### config.mk
export PLATFORM = sky130hd
export DESIGN_NAME = bpu_update_sched
export DESIGN_NICKNAME = d
export VERILOG_FILES = /design/src/rtl/bpu_update_sched.sv
export SDC_FILE = /design/constraint.sdc
export NUM_CORES = 1
export LEC_CHECK = 0
export CORE_MARGIN = 3
export CORE_UTILIZATION = 50
export CTS_BUF_LIST = sky130_fd_sc_hd__clkbuf_8
export CTS_CLUSTER_SIZE = 16
export DETAILED_ROUTE_END_ITERATION = 8
export PLACE_DENSITY = 0.73
export RECOVER_POWER = 100
export SETUP_SLACK_MARGIN = 0.5
export SYNTH_ARGS = -nofsm -noshare
export SYNTH_HDL_FRONTEND = slang
export SYNTH_SLANG_ARGS = --single-unit
### constraint.sdc
create_clock -name clk_i -period 5.26 [get_ports clk_i]
set_input_delay 1.052 -clock clk_i [delete_from_list [all_inputs] [get_ports clk_i]]
set_output_delay 1.052 -clock clk_i [all_outputs]
set_load 0.02 [all_outputs]
### src/rtl/bpu_update_sched.sv
// Commit-side update scheduler for the branch predictor's single update port.
// Buffers up to COMMIT_WIDTH resolved updates per cycle in program order and
// issues at most one per cycle from the head of a circular queue.
// Optional build macro: BPU_UPD_PERF_EN adds stall_cnt_o / upd_cnt_o counters.
module bpu_update_sched #(
  parameter int unsigned COMMIT_WIDTH = 2,
  parameter int unsigned PLEN         = 32,
  parameter int unsigned QUEUE_DEPTH  = 8
) (
  input  logic                             clk_i,
  input  logic                             rst_i,
  input  logic [COMMIT_WIDTH-1:0]          commit_valid_i,
  input  logic [COMMIT_WIDTH*PLEN-1:0]     commit_pc_i,
  input  logic [COMMIT_WIDTH-1:0]          commit_is_cond_i,
  input  logic [COMMIT_WIDTH-1:0]          commit_taken_i,
  input  logic [COMMIT_WIDTH*PLEN-1:0]     commit_target_i,
  output logic                             commit_ready_o,
  input  logic                             upd_ready_i,
  output logic                             update_valid_o,
  output logic [PLEN-1:0]                  update_pc_o,
  output logic                             update_is_cond_o,
  output logic                             update_taken_o,
  output logic [PLEN-1:0]                  update_target_o,
  output logic [$clog2(QUEUE_DEPTH):0]     occupancy_o
`ifdef BPU_UPD_PERF_EN
  ,
  output logic [31:0]                      stall_cnt_o,
  output logic [31:0]                      upd_cnt_o
`endif
);

  localparam int unsigned PtrW = $clog2(QUEUE_DEPTH);
  localparam int unsigned CntW = PtrW + 1;
  localparam logic [CntW-1:0] DepthC   = CntW'(QUEUE_DEPTH);
  localparam logic [CntW-1:0] ReadyMax = CntW'(QUEUE_DEPTH - COMMIT_WIDTH);

  logic [PLEN-1:0] pc_q     [QUEUE_DEPTH];
  logic [PLEN-1:0] target_q [QUEUE_DEPTH];
  logic            is_cond_q[QUEUE_DEPTH];
  logic            taken_q  [QUEUE_DEPTH];

  logic [PtrW-1:0] head_q, head_d;
  logic [PtrW-1:0] tail_q, tail_d;
  logic [CntW-1:0] count_q, count_d;

  logic [CntW-1:0] push_n;
  logic [PtrW-1:0] wr_idx [COMMIT_WIDTH];
  logic            push_en;
  logic            pop_en;

  // Ready depends on the registered count only: a same-cycle pop gives no credit.
  assign commit_ready_o = (count_q <= ReadyMax);
  assign push_en        = commit_ready_o && (|commit_valid_i);
  assign update_valid_o = (count_q != '0);
  assign pop_en         = update_valid_o && upd_ready_i;
  assign occupancy_o    = count_q;

  // Compact valid slots: each valid slot lands at tail + (valid slots below it).
  always_comb begin
    push_n = '0;
    for (int i = 0; i < COMMIT_WIDTH; i++) begin
      wr_idx[i] = tail_q + push_n[PtrW-1:0];
      push_n    = push_n + CntW'(commit_valid_i[i]);
    end
  end

  // Pointer and count next-state.
  always_comb begin
    head_d  = head_q;
    tail_d  = tail_q;
    count_d = count_q + (push_en ? push_n : '0) - CntW'(pop_en);
    if (push_en) begin
      tail_d = tail_q + push_n[PtrW-1:0];
    end
    if (pop_en) begin
      head_d = head_q + PtrW'(1);
    end
  end

  // Pointer and count registers; reset discards all queued updates.
  always_ff @(posedge clk_i or posedge rst_i) begin
    if (rst_i) begin
      head_q  <= '0;
      tail_q  <= '0;
      count_q <= '0;
    end else begin
      head_q  <= head_d;
      tail_q  <= tail_d;
      count_q <= count_d;
    end
  end

  // Entry storage; contents are don't-care until pushed, so no reset.
  always_ff @(posedge clk_i) begin
    if (push_en) begin
      for (int i = 0; i < COMMIT_WIDTH; i++) begin
        if (commit_valid_i[i]) begin
          pc_q[wr_idx[i]]      <= commit_pc_i[i*PLEN +: PLEN];
          target_q[wr_idx[i]]  <= commit_target_i[i*PLEN +: PLEN];
          is_cond_q[wr_idx[i]] <= commit_is_cond_i[i];
          taken_q[wr_idx[i]]   <= commit_taken_i[i];
        end
      end
    end
  end

  // Head entry drives the update port, forced to zero while empty.
  always_comb begin
    update_pc_o      = '0;
    update_is_cond_o = 1'b0;
    update_taken_o   = 1'b0;
    update_target_o  = '0;
    if (update_valid_o) begin
      update_pc_o      = pc_q[head_q];
      update_is_cond_o = is_cond_q[head_q];
      update_taken_o   = taken_q[head_q];
      update_target_o  = target_q[head_q];
    end
  end

`ifdef BPU_UPD_PERF_EN
  logic [31:0] stall_cnt_q;
  logic [31:0] upd_cnt_q;

  // Rejected commit cycles and issued updates; both wrap at 2^32.
  always_ff @(posedge clk_i or posedge rst_i) begin
    if (rst_i) begin
      stall_cnt_q <= '0;
      upd_cnt_q   <= '0;
    end else begin
      if ((|commit_valid_i) && !commit_ready_o) begin
        stall_cnt_q <= stall_cnt_q + 32'd1;
      end
      if (pop_en) begin
        upd_cnt_q <= upd_cnt_q + 32'd1;
      end
    end
  end

  assign stall_cnt_o = stall_cnt_q;
  assign upd_cnt_o   = upd_cnt_q;
`endif

  a_count_bound: assert property (@(posedge clk_i) disable iff (rst_i) count_q <= DepthC);
  a_push_ready:  assert property (@(posedge clk_i) disable iff (rst_i) push_en |-> commit_ready_o);

endmodule
==> reports/results.tsv <==
metric	value	unit
gr-total-overflow	0	
finalClockSkew	0.0508	ns
syn_inst	1831	
cts_buffer_depth	3	
setup_viol	0	
power.leakage	10.8	nW
cts_root_buffer	clkbuf_8	
nets	2201	
avgSynthCellArea	15.3	um2
cts.sinks	538	
synth_seq_cells	538	
cts_tree	built	
worstMarginPinSlew	2.43	ns
grt_busiest_layer	met2	
crit_slowest_cell	nor2b_4	
antenna_found_initial	16	
grt_max_degree	79	
synth.mux.area_fraction	27.0	%
clk_pin_slew	0.07	ns
cap_violations	12	
crit_type	flip-flop to output pin	
num_io_pins	209	
cpPeakStageDelay	0.89	ns
ys_types	39	
max-slew-margin-rel	-62.0	%
clk_latency	0.69	ns
ctsHoldBuffers	0	
dieArea	0.0591	mm2
synth-adder-area-share	0.722	%
violations	max-capacitance violations, max-slew violations	
cp.arrival	3.88	ns
pwr_density_cell	511	mW/mm2
max_clock_freq	0.203	GHz
first_pass_iters	5	
dp_slack	0.825	ns
area_growth	14.6	%
power.total	16.4	mW
yosysWarningCount	0	
period_share	93.9	%
synth_compound_area_share	6.25	%
io_buffers	208	
numCtsBuffers	91	
synth_nets	1983	
final_core_util	58.2	%
worstSetupEndpointType	output pin	
nFillCells	4449	
finalSetupTns	0	ns
ir_worst_vdd	0.395	mV
min_path_type	flip-flop to flip-flop	
htree_levels	3	
grt_use_met1	32.0	%
ant_nets	0	
vias_per_cell	6.07	
outcome	finished, violations left	
yosys.area_share.simple	5.24	%
hold_viol	0	
drt_iter0_markers	1407	
drt-wirelength-per-cell	26.4	um
synth_area	0.0281	mm2
wl	75.7	mm
grt_pass1_vias	18200	
gp_congestion	0.800	
dp_hpwl	42.4	mm
drv_slew	333	
worstPathCellList	nor2b_4 > clkbuf_1 > a22o_1 > nor4_1 > dlygate4sd3_1	
cts.repair.resized	0	
synth_top_family_by_area	multiplexers	
initial_utilization	50.8	%
met2_usage	43.2	%
cp-start-kind	flip-flop	
drive_gt1_share	28.9	%
vias	17400	
seq_area_frac_synth	57.3	%
path_max_fanout	30	
grt_pass1_wl	113	mm
core_area	0.0553	mm2
grt_use_total	25.3	%
synth_xor_area_share	0.218	%
layout.cells.non_filler	2873	
rows	86	
die_h	243	um
required	4.21	ns
finalCriticalPeriod	4.94	ns
rsz0062_at_grt	no	
die_w	243	um
worst_slack	0.323	ns
drc	0	
dp_cells	2700	
use_met3	5.13	%
[Yosys cell counts]
master	number	share of area, %
a2111oi_0	66	2.1
a211o_1	1	0.031
a211oi_1	66	1.8
a211oi_2	1	0.045
a21boi_1	1	0.027
a21o_1	1	0.027
a21oi_1	4	0.071
a22o_1	66	2.1
a22oi_1	3	0.080
a32oi_1	3	0.094
and2_1	3	0.067
and2_4	1	0.031
and3_1	1	0.022
and3_4	1	0.040
buf_1	5	0.067
buf_2	37	0.66
buf_4	11	0.29
buf_6	31	1.2
clkbuf_1	62	0.83
dfrtp_1	10	0.89
edfxtp_1	528	56
fa_1	2	0.14
ha_1	13	0.58
inv_1	11	0.15
mux2_1	11	0.44
mux2_2	438	18
mux2_4	80	4.3
mux2i_1	132	4.7
nand2_1	10	0.13
nand2b_1	1	0.022
nand3_1	3	0.053
nand3_2	4	0.14
nand4_1	1	0.022
nor2_1	12	0.16
nor2b_1	137	3.1
nor3b_1	1	0.027
nor4_1	66	1.5
xnor2_1	3	0.094
xor2_1	4	0.12
[registers in the layout, summed over array words and instances (netlist names)]
| register | flops |
|---|---|
| pc_q | 256 |
| target_q | 256 |
| is_cond_q | 8 |
| taken_q | 8 |
| occupancy_o | 4 |
| head_q | 3 |
| tail_q | 3 |
[metrics by stage]
stage / hold slack, ns / instance area, um2
6_report: 0.662 / 32200
3_3_place_gp: 0.623 / 31100
3_5_place_dp: 0.655 / 31100
2_1_floorplan: 0.551 / 28100
4_1_cts: 0.668 / 32700
5_1_grt: 0.688 / 32200
[layout by cell type (no fill, tap or decap), drive strengths merged, types with 3 or more instances in the layout]
cell type / count
mux2: 529
edfxtp: 528
clkdlybuf4s50: 147
nor2b: 137
mux2i: 132
clkbuf: 118
a211oi: 67
a2111oi: 66
a22o: 66
nor4: 66
dlygate4sd3: 61
inv: 43
buf: 36
clkinv: 31
ha: 13
nor2: 12
diode: 10
nand2: 10
dfrtp: 10
nand3: 7
a21oi: 4
xor2: 4
and2: 4
a22oi: 3
a32oi: 3
xnor2: 3
nand2b: 3
[cells by family after synthesis]
group                      count (synthesis)
and+or+nand+nor                          241
AOI/OAI and AO/OA                        212
adders and majority gates                 15
buffers and inverters                    157
xor gates and xnor gates                   7
DFF                                      538
muxes                                    661
[final cells by class]
class / count / area, um2 / area share, %
Antenna cell: 10 / 25.0 / 0.0778
Clock buffer: 93 / 1280 / 3.98
Clock inverter: 66 / 304 / 0.945
Inverter: 11 / 41.3 / 0.128
Multi-Input combinational cell: 1138 / 10800 / 33.7
Sequential cell: 538 / 16100 / 50.1
Tap cell: 748 / 936 / 2.91
Timing Repair Buffer: 269 / 2640 / 8.20
[power breakdown]
part,leakage (nW),internal [mW],switching [mW]
combinational,5.01,2.78,4.37
sequential,4.90,5.65,0.263
clock,0.918,1.68,1.69
total,10.8,10.1,6.33
[per-layer routing]
| metal | vias up | wire length [um] |
|---|---|---|
| met5 | - | 63 |
| met4 | 10 | 1970 |
| met3 | 124 | 5300 |
| met2 | 637 | 37700 |
| met1 | 8855 | 30600 |
| li1 | 7804 | - |
[worst max-delay path, delay by kind of cell, from the launching register on]
family / cells / cell delay (ns)
and+or+nand+nor: 2 / 0.98
buffers and inverters: 2 / 1.43
DFF: 1 / 0.50
AOI/OAI and AO/OA: 1 / 0.27
[what timing repair did]
item	4_1_cts	5_1_grt
buffers inserted	2	0
endpoints found under the setup margin	19	2
pin swaps	0	0
cloned	1	1
[path summary, 6_finish.rpt]
path | endpoint | slack (ns) | from | cells past startpoint
hold reg to reg | occupancy_o[0]$_DFF_PP0_ | 0.66 | occupancy_o[0]$_DFF_PP0_ | 1
min in group asynchronous | occupancy_o[3]$_DFF_PP0_ | 0.89 | rst_i | 2
hold / removal | occupancy_o[0]$_DFF_PP0_ | 0.66 | occupancy_o[0]$_DFF_PP0_ | 1
max in group asynchronous | head_q[0]$_DFFE_PP0P_ | 4.00 | rst_i | 2
setup / recovery | update_pc_o[8] | 0.32 | head_q[1]$_DFFE_PP0P_ | 5
setup reg to reg | pc_q[0][30]$_DFFE_PP_ | 0.92 | occupancy_o[3]$_DFF_PP0_ | 8
No activity file was read; power rests on OpenSTA's default activity.
